===== src/rtl/tick_gen_bank_pkg.sv =====
// Shared constants and types for the tick generator bank.
// Holds the clock-domain divisor constants used by the clock design and the
// per-channel operating mode used inside each channel.
package tick_gen_bank_pkg;

    // System clock and the standard divisors derived from it
    localparam int CLK_HZ   = 50_000_000;
    localparam int DIV_1HZ  = 50_000_000;
    localparam int DIV_1KHZ = 50_000;
    localparam int DIV_SCAN = 16_384;

    // Default bank shape: ch0 = 1 Hz, ch1 = 1 kHz, ch2 = display scan
    localparam int DEF_NUM_CH = 3;
    localparam int DEF_CNT_W  = 32;
    localparam int DEF_CH_W   = 3;
    localparam logic [DEF_NUM_CH*DEF_CNT_W-1:0] DEF_DIV_INIT =
        {32'(DIV_SCAN), 32'(DIV_1KHZ), 32'(DIV_1HZ)};

    // Channel operating mode, decoded each cycle from divisor and run enable
    typedef enum logic [1:0] {
        CH_OFF  = 2'd0,   // active divisor is 0: channel parked at phase 0
        CH_HOLD = 2'd1,   // global run low: counter and square wave frozen
        CH_RUN  = 2'd2    // counting toward terminal count
    } ch_mode_e;

endpackage


===== src/rtl/tick_channel.sv =====
// One divider channel: phase counter, active/shadow divisor and outputs.
// A new divisor waits in the shadow register and is swapped in only at the
// terminal-count edge (or at once when the channel is off or frozen), so the
// tick spacing never shows a partial period.
module tick_channel
    import tick_gen_bank_pkg::*;
#(
    parameter int               CNT_W   = DEF_CNT_W,
    parameter logic [CNT_W-1:0] DIV_RST = '0
) (
    input  logic             clk,
    input  logic             rst,
    input  logic             en,
    input  logic             sync_clr,
    input  logic             wr,
    input  logic [CNT_W-1:0] wr_div,
    output logic             tick,
    output logic             sq,
    output logic             pending
);

    logic [CNT_W-1:0] cnt;
    logic [CNT_W-1:0] act_div;
    logic [CNT_W-1:0] shadow;
    ch_mode_e         mode;
    logic             term;
    logic             apply;

    // Decode the channel mode from the active divisor and run enable
    always_comb begin
        mode = CH_RUN;
        if (act_div == '0) begin
            mode = CH_OFF;
        end else if (!en) begin
            mode = CH_HOLD;
        end
    end

    assign term  = (mode == CH_RUN) && (cnt == act_div - CNT_W'(1));
    // Swap in a waiting divisor at terminal count, or straight away when the
    // channel has no running phase to protect
    assign apply = pending && (term || (mode != CH_RUN));

    // Divisor bookkeeping: active divisor, shadow and pending flag.
    // A write cannot land while pending is set (the port stalls it), so a
    // write and an apply never coincide; a write on a terminal edge therefore
    // waits for the following terminal count.
    always_ff @(posedge clk) begin
        if (rst) begin
            act_div <= DIV_RST;
            shadow  <= '0;
            pending <= 1'b0;
        end else if (sync_clr) begin
            pending <= 1'b0;
            if (wr) begin
                act_div <= wr_div;
            end else if (pending) begin
                act_div <= shadow;
            end
        end else if (apply) begin
            act_div <= shadow;
            pending <= 1'b0;
        end else if (wr) begin
            shadow  <= wr_div;
            pending <= 1'b1;
        end
    end

    // Phase counter, tick pulse and square wave
    always_ff @(posedge clk) begin
        if (rst || sync_clr) begin
            cnt  <= '0;
            tick <= 1'b0;
            sq   <= 1'b0;
        end else begin
            case (mode)
                CH_OFF: begin
                    cnt  <= '0;
                    tick <= 1'b0;
                    sq   <= 1'b0;
                end
                CH_HOLD: begin
                    tick <= 1'b0;
                    if (apply) begin
                        cnt <= '0;
                    end
                end
                CH_RUN: begin
                    if (term) begin
                        cnt  <= '0;
                        tick <= 1'b1;
                        sq   <= ~sq;
                    end else begin
                        cnt  <= cnt + CNT_W'(1);
                        tick <= 1'b0;
                    end
                end
                default: begin
                    cnt  <= '0;
                    tick <= 1'b0;
                    sq   <= 1'b0;
                end
            endcase
        end
    end

endmodule


===== src/rtl/tick_gen_bank.sv =====
// Multi-channel tick / clock-enable generator.
// Each channel divides clk by its own run-time divisor and produces a one-cycle
// tick plus a 50% square wave. The top level decodes the single divisor write
// port, steers it to one channel and flags writes to nonexistent channels.
//
// Write port handshake: a write transfers on a clk edge where cfg_valid and
// cfg_ready are both 1. cfg_ready is low while the addressed channel still holds
// an unapplied divisor, and during reset; it is high for out-of-range channels,
// which are accepted and answered with a one-cycle cfg_err instead of a state
// change. cfg_ready does not depend on cfg_valid.
module tick_gen_bank
    import tick_gen_bank_pkg::*;
#(
    parameter int                        NUM_CH   = DEF_NUM_CH,
    parameter int                        CNT_W    = DEF_CNT_W,
    parameter int                        CH_W     = DEF_CH_W,
    parameter logic [NUM_CH*CNT_W-1:0]   DIV_INIT = DEF_DIV_INIT
) (
    input  logic              clk,
    input  logic              rst,
    input  logic              en,
    input  logic              sync_clr,
    input  logic              cfg_valid,
    output logic              cfg_ready,
    input  logic [CH_W-1:0]   cfg_ch,
    input  logic [CNT_W-1:0]  cfg_div,
    output logic              cfg_err,
    output logic [NUM_CH-1:0] tick,
    output logic [NUM_CH-1:0] sq,
    output logic [NUM_CH-1:0] pending
);

    localparam logic [CH_W:0] NUM_CH_L = (CH_W+1)'(NUM_CH);

    logic              ch_in_range;
    logic              pend_sel;
    logic              cfg_acc;
    logic [NUM_CH-1:0] ch_wr;

    assign ch_in_range = ({1'b0, cfg_ch} < NUM_CH_L);

    // Pending flag of the addressed channel; 0 when the channel does not exist
    always_comb begin
        pend_sel = 1'b0;
        for (int i = 0; i < NUM_CH; i++) begin
            if (cfg_ch == CH_W'(i)) begin
                pend_sel = pending[i];
            end
        end
    end

    assign cfg_ready = ~rst & ~pend_sel;
    assign cfg_acc   = cfg_valid & cfg_ready;

    // Steer an accepted write to exactly one existing channel
    always_comb begin
        ch_wr = '0;
        for (int i = 0; i < NUM_CH; i++) begin
            ch_wr[i] = cfg_acc && (cfg_ch == CH_W'(i));
        end
    end

    // One-cycle error pulse for an accepted write to a nonexistent channel
    always_ff @(posedge clk) begin
        if (rst) begin
            cfg_err <= 1'b0;
        end else begin
            cfg_err <= cfg_acc & ~ch_in_range;
        end
    end

    for (genvar g = 0; g < NUM_CH; g++) begin : g_ch
        tick_channel #(
            .CNT_W   (CNT_W),
            .DIV_RST (DIV_INIT[g*CNT_W +: CNT_W])
        ) u_ch (
            .clk      (clk),
            .rst      (rst),
            .en       (en),
            .sync_clr (sync_clr),
            .wr       (ch_wr[g]),
            .wr_div   (cfg_div),
            .tick     (tick[g]),
            .sq       (sq[g]),
            .pending  (pending[g])
        );
    end

endmodule


===== config.mk =====
export PLATFORM = sky130hd
export DESIGN_NAME = tick_gen_bank
export DESIGN_NICKNAME = d
export VERILOG_FILES = /design/src/rtl/tick_gen_bank_pkg.sv /design/src/rtl/tick_channel.sv /design/src/rtl/tick_gen_bank.sv
export SDC_FILE = /design/constraint.sdc
export NUM_CORES = 1
export LEC_CHECK = 0
export CAP_MARGIN = 20
export CORE_MARGIN = 8
export CORE_UTILIZATION = 41
export DETAILED_ROUTE_END_ITERATION = 8
export PLACE_DENSITY = 0.55
export SYNTH_ARGS = -nofsm -noshare
export SYNTH_HDL_FRONTEND = slang
export SYNTH_HIERARCHICAL = 1
export SYNTH_SLANG_ARGS = --single-unit

===== constraint.sdc =====
create_clock -name clk -period 3.3 [get_ports clk]
set_input_delay 0.99 -clock clk [delete_from_list [all_inputs] [get_ports clk]]
set_output_delay 0.99 -clock clk [all_outputs]
set_load 0.01 [all_outputs]

==> results_dict.tcl, run 1 <==
set metrics [dict create \
    outcome "finished with violations" \
    violations "negative setup slack" \
    wl_per_cell_um 18.7 \
    finalWirelength_um 54800 \
    maxSlewHeadroom_pct 32.9 \
    port-buffer-count 50 \
    grt_overflow_total 0 \
    yosysTopAreaCellShare_pct 32.7 \
    syn_to_final_growth_pct 26.1 \
    ys_ff_latch 298 \
    drt_iter0_drc 1041 \
    grt_max_degree 264 \
    cts_made_buffers 38 \
    fp.coreArea_um2 44000 \
    ys_async_sr_fraction_pct 0 \
    setup_viol 86 \
    cts.clk_slew.worst_paths_ns 0.06 \
    clk_latency_ns 0.56 \
    r2r-start "g_ch[1].u_ch/act_div[2]$_SDFFE_PP0P_" \
    fp.dieH_um 227 \
    gp_congestion 0.922 \
    synth_common_cells "dfxtp_1, nand2b_1, nor2_1" \
    grt_usage_pct 20.5 \
    root_buffer "clkbuf_16" \
    synth_top_cell_by_area "dfxtp_1" \
    hp-start "g_ch[2].u_ch/shadow[28]$_SDFFE_PP0P_" \
    required_ns 3.72 \
    fmax_ghz 0.293 \
    placed_cells 2828 \
    ir_worst_vdd_mv 0.357 \
    ys_types 92 \
    cts_sinks 298 \
    skew_ns 0.0336 \
    cts_tree "yes" \
    cp_common_cell "or4_4" \
    ant_nets 0 \
    drc 0 \
    hold_violations 0 \
    syn_inst 2116 \
    critPathCaptureType "flip-flop" \
    first_pass_iters 5 \
    grt_antenna_before_repair 0 \
    cp_slowest_stage_delay_ns 0.56 \
    p_leak_nw 8.70 \
    clockBufferDepth 3 \
    place_hpwl_um 39400 \
    initial_core_util_pct 41.4 \
    num_vias 15900 \
    drv_cap 0 \
    p_total_mw 8.49 \
    final.min_clock_period_ns 3.41 \
    die_x_um 227 \
    viasPerCell 5.41 \
    syn_avg_cell_area_um2 8.62 \
    nets 2362 \
    yosysMostFrequentCell "dfxtp_1" \
    period_share_pct 103 \
    grt_pass1_wl_um 84800 \
    fin_hold_ws_ns 0.476 \
    layout-drive-gt1-share_pct 21.8 \
    synthTopCellsByArea "dfxtp_1, mux2i_1, nand2b_1" \
    crit_chain "or4_4, or3_1, a32oi_1, mux2i_2, a211oi_2, o21ai_2, or4_4, a31o_4, clkbuf_16, mux2_4" \
    utilization_pct 52.3 \
    io_pins 51 \
    grt_pass1_vias 15400 \
    crit_fanout 6 \
    slowest_stage "or4_4" \
    die-area_um2 51500 \
    hold_path.class "flip-flop to flip-flop" \
    diodes 0 \
    tightest_slew_ns 1.01 \
    maxSlewViolCount 0 \
    timing.final.ws_setup_ns -0.113 \
    cellPowerDensity_nw_per_um2 369 \
    startpoint_type "flip-flop" \
    syn-cell-area_um2 18200 \
    rows 77 \
    synthFlopType "dfxtp_1" \
    yosys_warnings 6 \
    startpoint "g_ch[1].u_ch/act_div[2]$_SDFFE_PP0P_" \
    holdBufCountCts 0 \
    syn_nets 2165 \
    instances_no_fill 2933 \
    crit_arrival_ns 3.84 \
    ys_seq_area_share_pct 32.7 \
    h-tree-depth 2 \
    rsz0062_at_grt "true" \
    path_class "flip-flop to flip-flop" \
    synth_edf_count 0 \
]
[cell families (layout without fill, tap and decap cells)]
group                      Yosys count  in the layout  share of synthesized area [%]
DFF                                298            298                           32.7
and+or+nand+nor                   1015           1015                           31.4
AOI/OAI and AO/OA                  214            214                           8.34
adders and majority gates            9              9                          0.617
xor gates and xnor gates           217            217                           10.4
muxes                              202            202                           12.3
buffers and inverters              161            386                           4.23
[through the flow]
step / cell area (µm²) / worst slack, ns / TNS (ns)
floorplan: 18300 / -0.119 / -2.85
global placement: 20700 / -0.356 / -39.23
detailed placement: 20700 / -0.379 / -41.81
CTS: 22200 / -0.0536 / -0.830
global route: 23000 / -0.206 / -17.14
finish: 23000 / -0.113 / -3.40
[area by class of cell]
class | instances | area (µm²)
well taps | 592 | 741
inverters | 25 | 93.8
repair buffers | 293 | 2750
clock buffers | 53 | 1130
fillers | 4153 | 21000
multi-input cells | 1657 | 12200
clock inverters | 15 | 153
flip-flops and latches | 298 | 5990
[worst max-delay path, delay by kind of cell, from the launching register on]
kind | cells | cell delay [ns]
muxes | 2 | 0.45
and+or+nand+nor | 3 | 1.44
DFF | 1 | 0.35
AOI/OAI and AO/OA | 4 | 0.85
buffers and inverters | 1 | 0.19
[final timing paths]
check	to	slack [ns]	depth (start not counted)
worst max-delay path	g_ch[1].u_ch/act_div[19]$_SDFFE_PP0P_	-0.11	10
worst min-delay path	g_ch[2].u_ch/shadow[28]$_SDFFE_PP0P_	0.48	2
worst max register to register	g_ch[1].u_ch/act_div[19]$_SDFFE_PP0P_	-0.11	10
worst min register to register	g_ch[2].u_ch/shadow[28]$_SDFFE_PP0P_	0.48	2
[registers in the layout (all words and copies together), names as in the netlist]
signal,flops
g_ch.u_ch/pending,3
g_ch.u_ch/tick,3
cfg_err,1
g_ch.u_ch/sq,3
g_ch.u_ch/shadow,96
g_ch.u_ch/cnt,96
g_ch.u_ch/act_div,96
[power breakdown]
| part | switching, mW | internal [mW] |
|---|---|---|
| clock | 1.68 | 2.55 |
| sequential | 0.0257 | 3.62 |
| combinational | 0.353 | 0.268 |
[placed cells by master, fill, tap and decap left out, types with 49 or more instances in the layout]
master / Yosys / layout
mux2i_1: 154 / 148
dfxtp_1: 298 / 283
nor3_1: 112 / 102
nand2b_1: 200 / 200
xor2_1: 91 / 91
nor2_1: 181 / 179
a21oi_1: 64 / 63
nor2b_1: 50 / 49
a211oi_1: 57 / 52
buf_4: 1 / 205
nand2_1: 125 / 124
xnor2_1: 126 / 123
nand3_1: 96 / 93
[layer usage]
metal / part of all wire (%) / wire length [µm] / GRT usage, %
met3: 4.5 / 2480 / 2.44
met1: 48 / 26200 / 28.8
met4: 2.1 / 1130 / 5.46
met2: 46 / 24900 / 32.8
met5: 0 / 0 / 0
[repair_timing]
| item | CTS | global route |
|---|---|---|
| cloned | 0 | 7 |
| pin swaps | 13 | 68 |
| setup buffers | 11 | 21 |
| resized for setup | 39 | 96 |
| endpoints found under the setup margin | 190 | 290 |
No activity file was read; power rests on OpenSTA's default activity.
==> run 2: changes to the inputs <==
--- a/config.mk
+++ b/config.mk
@@ -8,7 +8,9 @@
 export CAP_MARGIN = 20
 export CORE_MARGIN = 8
 export CORE_UTILIZATION = 41
+export CTS_CLUSTER_DIAMETER = 40
 export DETAILED_ROUTE_END_ITERATION = 8
+export HOLD_SLACK_MARGIN = 0.06
 export PLACE_DENSITY = 0.55
 export SYNTH_ARGS = -nofsm -noshare
 export SYNTH_HDL_FRONTEND = slang
==> results_dict.tcl, run 2 (synthesis gave the netlist of run 1 again) <==
set metrics [dict create \
    place_hpwl_um 39400 \
    drt_iter0_drc 1155 \
    clk_latency_ns 0.62 \
    outcome "finished with violations" \
    grt_pass1_wl_um 85800 \
    fin_hold_ws_ns 0.474 \
    period_share_pct 103 \
    p_leak_nw 9.31 \
    root_buffer "clkbuf_16" \
    grt_usage_pct 20.7 \
    cts_sinks 298 \
    gp_congestion 0.922 \
    hold_violations 0 \
    r2r-start "g_ch[1].u_ch/act_div[9]$_SDFFE_PP1P_" \
    ant_nets 0 \
    cts_tree "yes" \
    crit_arrival_ns 3.87 \
    ir_worst_vdd_mv 0.531 \
    first_pass_iters 5 \
    maxSlewHeadroom_pct 33.3 \
    die-area_um2 51500 \
    r2r_end "g_ch[1].u_ch/act_div[16]$_SDFFE_PP0P_" \
    maxSlewViolCount 0 \
    cellPowerDensity_nw_per_um2 437 \
    initial_core_util_pct 41.4 \
    grt_pass1_vias 15600 \
    syn_to_final_growth_pct 33.7 \
    hold_path.class "flip-flop to flip-flop" \
    fmax_ghz 0.295 \
    tightest_slew_ns 1.00 \
    startpoint_type "flip-flop" \
    finalWirelength_um 56700 \
    drc 0 \
    diodes 0 \
    grt_overflow_total 0 \
    critPathCaptureType "flip-flop" \
    violations "negative setup slack" \
    fp.dieH_um 227 \
    num_vias 16200 \
    holdPathStages 2 \
    cp_slowest_stage_delay_ns 0.65 \
    path_class "flip-flop to flip-flop" \
    crit_fanout 9 \
    h-tree-depth 2 \
    slowest_stage "or4_4" \
    cts.clk_slew.worst_paths_ns 0.05 \
    path_depth 9 \
    crit_chain "or4_4, nor4_4, mux2_4, a31oi_4, o21ai_2, or4_4, a31o_4, clkbuf_16, mux2_4" \
    layout-drive-gt1-share_pct 25.4 \
    port-buffer-count 50 \
    path_buf_inv 1 \
    rr_worst_depth 9 \
    clockBufferDepth 3 \
    viasPerCell 5.40 \
    required_ns 3.78 \
    layout_commonest_cell "dfxtp_1" \
    grt_antenna_before_repair 0 \
    layout_common_cells "dfxtp_1, buf_4, nand2b_1" \
    die_x_um 227 \
    rsz0062_at_grt "true" \
    setup_viol 104 \
    drv_cap 0 \
    hp-start "g_ch[2].u_ch/shadow[4]$_SDFFE_PP0P_" \
    r2r_slack_ns -0.09 \
    biggestRegsByFlops "g_ch.u_ch/act_div x96, g_ch.u_ch/cnt x96, g_ch.u_ch/shadow x96" \
    wl_per_cell_um 18.9 \
    holdBufCountCts 0 \
    rows 77 \
    grt_max_degree 264 \
    min_to "g_ch[2].u_ch/shadow[4]$_SDFFE_PP0P_" \
    final.min_clock_period_ns 3.39 \
    io_pins 51 \
    nets 2408 \
    fp.coreArea_um2 44000 \
    cts_made_buffers 60 \
    p_total_mw 10.7 \
    skew_ns 0.0262 \
    timing.final.ws_setup_ns -0.0886 \
    critPathTopFamily "simple AND/OR/NAND/NOR gates" \
]
==> run 2: cell type report <==
class	count	area [µm²]
clock buffers	68	1610
flip-flops and latches	298	6010
clock inverters	44	523
repair buffers	317	3060
inverters	25	93.8
well taps	592	741
multi-input cells	1657	12300
fillers	4005	19600
==> run 2: power by group <==
group / total, mW / switching [mW] / internal (mW) / leakage [nW]
registers: 3.65 / 0.0258 / 3.62 / 2.41
clock network: 6.35 / 2.24 / 4.11 / 1.01
logic: 0.652 / 0.370 / 0.281 / 5.89
==> run 2: what timing repair did <==
| action | 4_1_cts | 5_1_grt |
|---|---|---|
| pin swaps | 15 | 76 |
| gates resized for setup | 40 | 152 |
| setup buffers | 9 | 40 |
| endpoints found under the setup margin | 191 | 289 |
| gates cloned | 0 | 14 |
==> run 2: worst register-to-register path, stage by stage (launching register included) <==
cell and delay (ns):
dfxtp_1 0.41, or4_4 0.65, nor4_4 0.26, mux2_4 0.35
a31oi_4 0.17, o21ai_2 0.07, or4_4 0.57, a31o_4 0.31
clkbuf_16 0.19, mux2_4 0.29
==> run 2: worst max path at each step <==
stage / end / slack [ns] / start
floorplan: g_ch[1].u_ch/act_div[0]$_SDFFE_PP0P_ / -0.12 / g_ch[1].u_ch/act_div[8]$_SDFFE_PP1P_
global placement: g_ch[1].u_ch/shadow[2]$_SDFFE_PP0P_ / -0.36 / cfg_ch[2]
detailed placement: g_ch[1].u_ch/shadow[10]$_SDFFE_PP0P_ / -0.38 / cfg_ch[2]
CTS: g_ch[1].u_ch/act_div[23]$_SDFFE_PP0P_ / -0.05 / g_ch[1].u_ch/act_div[8]$_SDFFE_PP1P_
global route: g_ch[1].u_ch/act_div[16]$_SDFFE_PP0P_ / -0.20 / g_ch[1].u_ch/act_div[15]$_SDFFE_PP1P_
finish: g_ch[1].u_ch/act_div[16]$_SDFFE_PP0P_ / -0.09 / g_ch[1].u_ch/act_div[9]$_SDFFE_PP1P_
==> run 2: layer usage <==
layer	vias to the layer above	share of wire (%)	track usage, %
met4	0	2.1	6.21
met2	327	46	33.1
li1	7955	-	-
met5	-	0	0
met1	7825	48	28.7
met3	87	4.4	2.92
==> run 2: through the flow <==
| step | setup TNS (ns) | setup WS, ns | area, µm² | std cells | utilization [%] |
|---|---|---|---|---|---|
| 2_1_floorplan | -2.85 | -0.119 | 18300 | 2116 | - |
| 3_3_place_gp | -39.23 | -0.356 | 20700 | 2828 | 46.9 |
| 3_5_place_dp | -41.81 | -0.379 | 20700 | 2828 | 46.9 |
| 4_1_cts | -0.687 | -0.0520 | 23100 | 2949 | 52.4 |
| 5_1_grt | -17.28 | -0.196 | 24400 | 3001 | 55.4 |
| 6_report | -4.39 | -0.0886 | 24400 | 3001 | 55.4 |
==> run 3: changes to the inputs <==
--- a/config.mk
+++ b/config.mk
@@ -6,12 +6,13 @@
 export NUM_CORES = 1
 export LEC_CHECK = 0
 export CAP_MARGIN = 20
+export CORE_ASPECT_RATIO = 0.8
 export CORE_MARGIN = 8
-export CORE_UTILIZATION = 41
+export CORE_UTILIZATION = 25
 export CTS_CLUSTER_DIAMETER = 40
 export DETAILED_ROUTE_END_ITERATION = 8
 export HOLD_SLACK_MARGIN = 0.06
-export PLACE_DENSITY = 0.55
+export PLACE_DENSITY = 0.36
 export SYNTH_ARGS = -nofsm -noshare
 export SYNTH_HDL_FRONTEND = slang
 export SYNTH_HIERARCHICAL = 1
==> results_dict.tcl, run 3 (synthesis gave the netlist of run 1 again) <==
set metrics [dict create \
    cts_tree "yes" \
    hold_path.class "flip-flop to flip-flop" \
    maxSlewViolCount 0 \
    r2r_end "g_ch[2].u_ch/act_div[29]$_SDFFE_PP0P_" \
    rows 88 \
    grt_use_met2_pct 22.2 \
    min_to "g_ch[2].u_ch/shadow[6]$_SDFFE_PP0P_" \
    rsz0062_at_grt "true" \
    drt_iter0_drc 993 \
    instances_no_fill 3412 \
    timing.final.ws_setup_ns -0.0749 \
    use_met3_pct 2.52 \
    place_area_um2 21600 \
    maxSlewHeadroom_pct 46.6 \
    final_area_um2 25300 \
    grt_usage_pct 15.2 \
    grt_pass1_wl_um 98600 \
    crit_arrival_ns 3.87 \
    path_class "flip-flop to flip-flop" \
    root_buffer "clkbuf_16" \
    num_vias 16400 \
    p_total_mw 10.7 \
    outcome "finished with violations" \
    nets 2462 \
    cts_sinks 298 \
    setup_viol 84 \
    io_pins 51 \
    placed_cells 3241 \
    final.min_clock_period_ns 3.37 \
    initial_core_util_pct 25.3 \
    syn_to_final_growth_pct 38.7 \
    gp_congestion 0.841 \
    hp-start "g_ch[2].u_ch/shadow[6]$_SDFFE_PP0P_" \
    critPathCaptureType "flip-flop" \
    die_x_um 318 \
    layout-drive-gt1-share_pct 26.5 \
    crit_fanout 18 \
    r2r-start "g_ch[2].u_ch/act_div[0]$_SDFFE_PP0P_" \
    port-buffer-count 50 \
    ir_worst_vdd_mv 0.332 \
    first_pass_iters 5 \
    cts.clk_slew.worst_paths_ns 0.05 \
    skew_ns 0.0165 \
    cp_common_cell "buf_4" \
    cp_slowest_stage_delay_ns 0.35 \
    tightest_slew_ns 0.791 \
    grtUsageMet1_pct 22.9 \
    slowest_stage "or3_4" \
    hold_violations 0 \
    finalWirelength_um 67200 \
    fp.dieH_um 258 \
    crit_chain "buf_4, nor4_4, buf_4, nand4_2, or3_4, nor2b_1, a211o_1, a2bb2oi_2, nor4_4, buf_4, o31ai_4, buf_12, mux2i_1, a211oi_2" \
    place_hpwl_um 47400 \
    layout_commonest_cell "dfxtp_1" \
    clockBufferDepth 3 \
    fmax_ghz 0.296 \
    rr_worst_depth 14 \
    violations "negative setup slack" \
    grt_overflow_total 0 \
    drv_cap 0 \
    startpoint_type "flip-flop" \
    clk_latency_ns 0.64 \
    grt_antenna_before_repair 1 \
    cellPowerDensity_nw_per_um2 423 \
    wl_per_cell_um 19.7 \
    required_ns 3.80 \
    period_share_pct 102 \
    startpoint "g_ch[2].u_ch/act_div[0]$_SDFFE_PP0P_" \
    cts_made_buffers 61 \
    drc 0 \
    holdPathStages 2 \
    viasPerCell 4.82 \
    fin_hold_ws_ns 0.470 \
    p_leak_nw 9.62 \
    r2r_slack_ns -0.07 \
    fp.coreArea_um2 72100 \
    grt_pass1_vias 16000 \
    layout_common_cells "dfxtp_1, buf_4, nand2b_1" \
    ant_nets 0 \
    grt_max_degree 177 \
    biggestRegsByFlops "g_ch.u_ch/act_div x96, g_ch.u_ch/cnt x96, g_ch.u_ch/shadow x96" \
    die-area_um2 81900 \
    grt_most_used_layer "met1" \
    h-tree-depth 2 \
    holdBufCountCts 0 \
]
==> run 3: worst max-delay path by stage <==
| stage | to | slack, ns |
|---|---|---|
| final | g_ch[2].u_ch/act_div[29]$_SDFFE_PP0P_ | -0.07 |
| after global routing | g_ch[2].u_ch/cnt[24]$_SDFFE_PP0P_ | -0.23 |
| after CTS | g_ch[1].u_ch/act_div[28]$_SDFFE_PP0P_ | -0.09 |
| after detailed placement | g_ch[1].u_ch/act_div[15]$_SDFFE_PP1P_ | -0.38 |
| after global placement | cfg_ready | -0.36 |
| after floorplan | g_ch[1].u_ch/act_div[0]$_SDFFE_PP0P_ | -0.12 |
==> run 3: layer usage <==
layer  vias up  wire length (µm)
met3        80              2760
met4         0              1140
met1      8026             35800
met2       259             27500
met5         -                 0
li1       8067                 -
==> run 3: metrics by stage <==
stage	utilization, %	worst slack, ns	setup TNS, ns
after floorplan	-	-0.119	-2.85
after global placement	29.9	-0.359	-48.93
after detailed placement	29.9	-0.383	-48.89
after CTS	33.4	-0.0867	-2.76
after global routing	35.1	-0.230	-29.63
final	35.1	-0.0749	-3.85
==> run 3: layout make-up <==
class                   count  area, µm²
fillers                  7451      46800
multi-input cells        1657      12400
flip-flops and latches    298       5980
repair buffers            370       3500
clock buffers              94       1840
well taps                 945       1180
clock inverters            21        282
inverters                  25       93.8
diodes                      2       5.00
==> run 3: critical path, delay by kind of cell (launching register included) <==
family                 cells  cell delay (ns)
and+or+nand+nor            5             0.93
muxes                      1             0.28
buffers and inverters      4             0.74
DFF                        1             0.32
AOI/OAI and AO/OA          4             0.94
==> run 3: where the power goes <==
| group | internal, mW | total [mW] | switching [mW] |
|---|---|---|---|
| Clock | 4.13 | 6.32 | 2.19 |
| Combinational | 0.304 | 0.730 | 0.425 |
| Sequential | 3.63 | 3.65 | 0.0215 |
| Total | 8.07 | 10.7 | 2.64 |
==> run 3: repair_timing <==
action | 4_1_cts | 5_1_grt
pin swaps | 18 | 61
cloned | 2 | 12
resized for setup | 51 | 152
endpoints found under the setup margin | 288 | 293
buffers inserted | 18 | 23
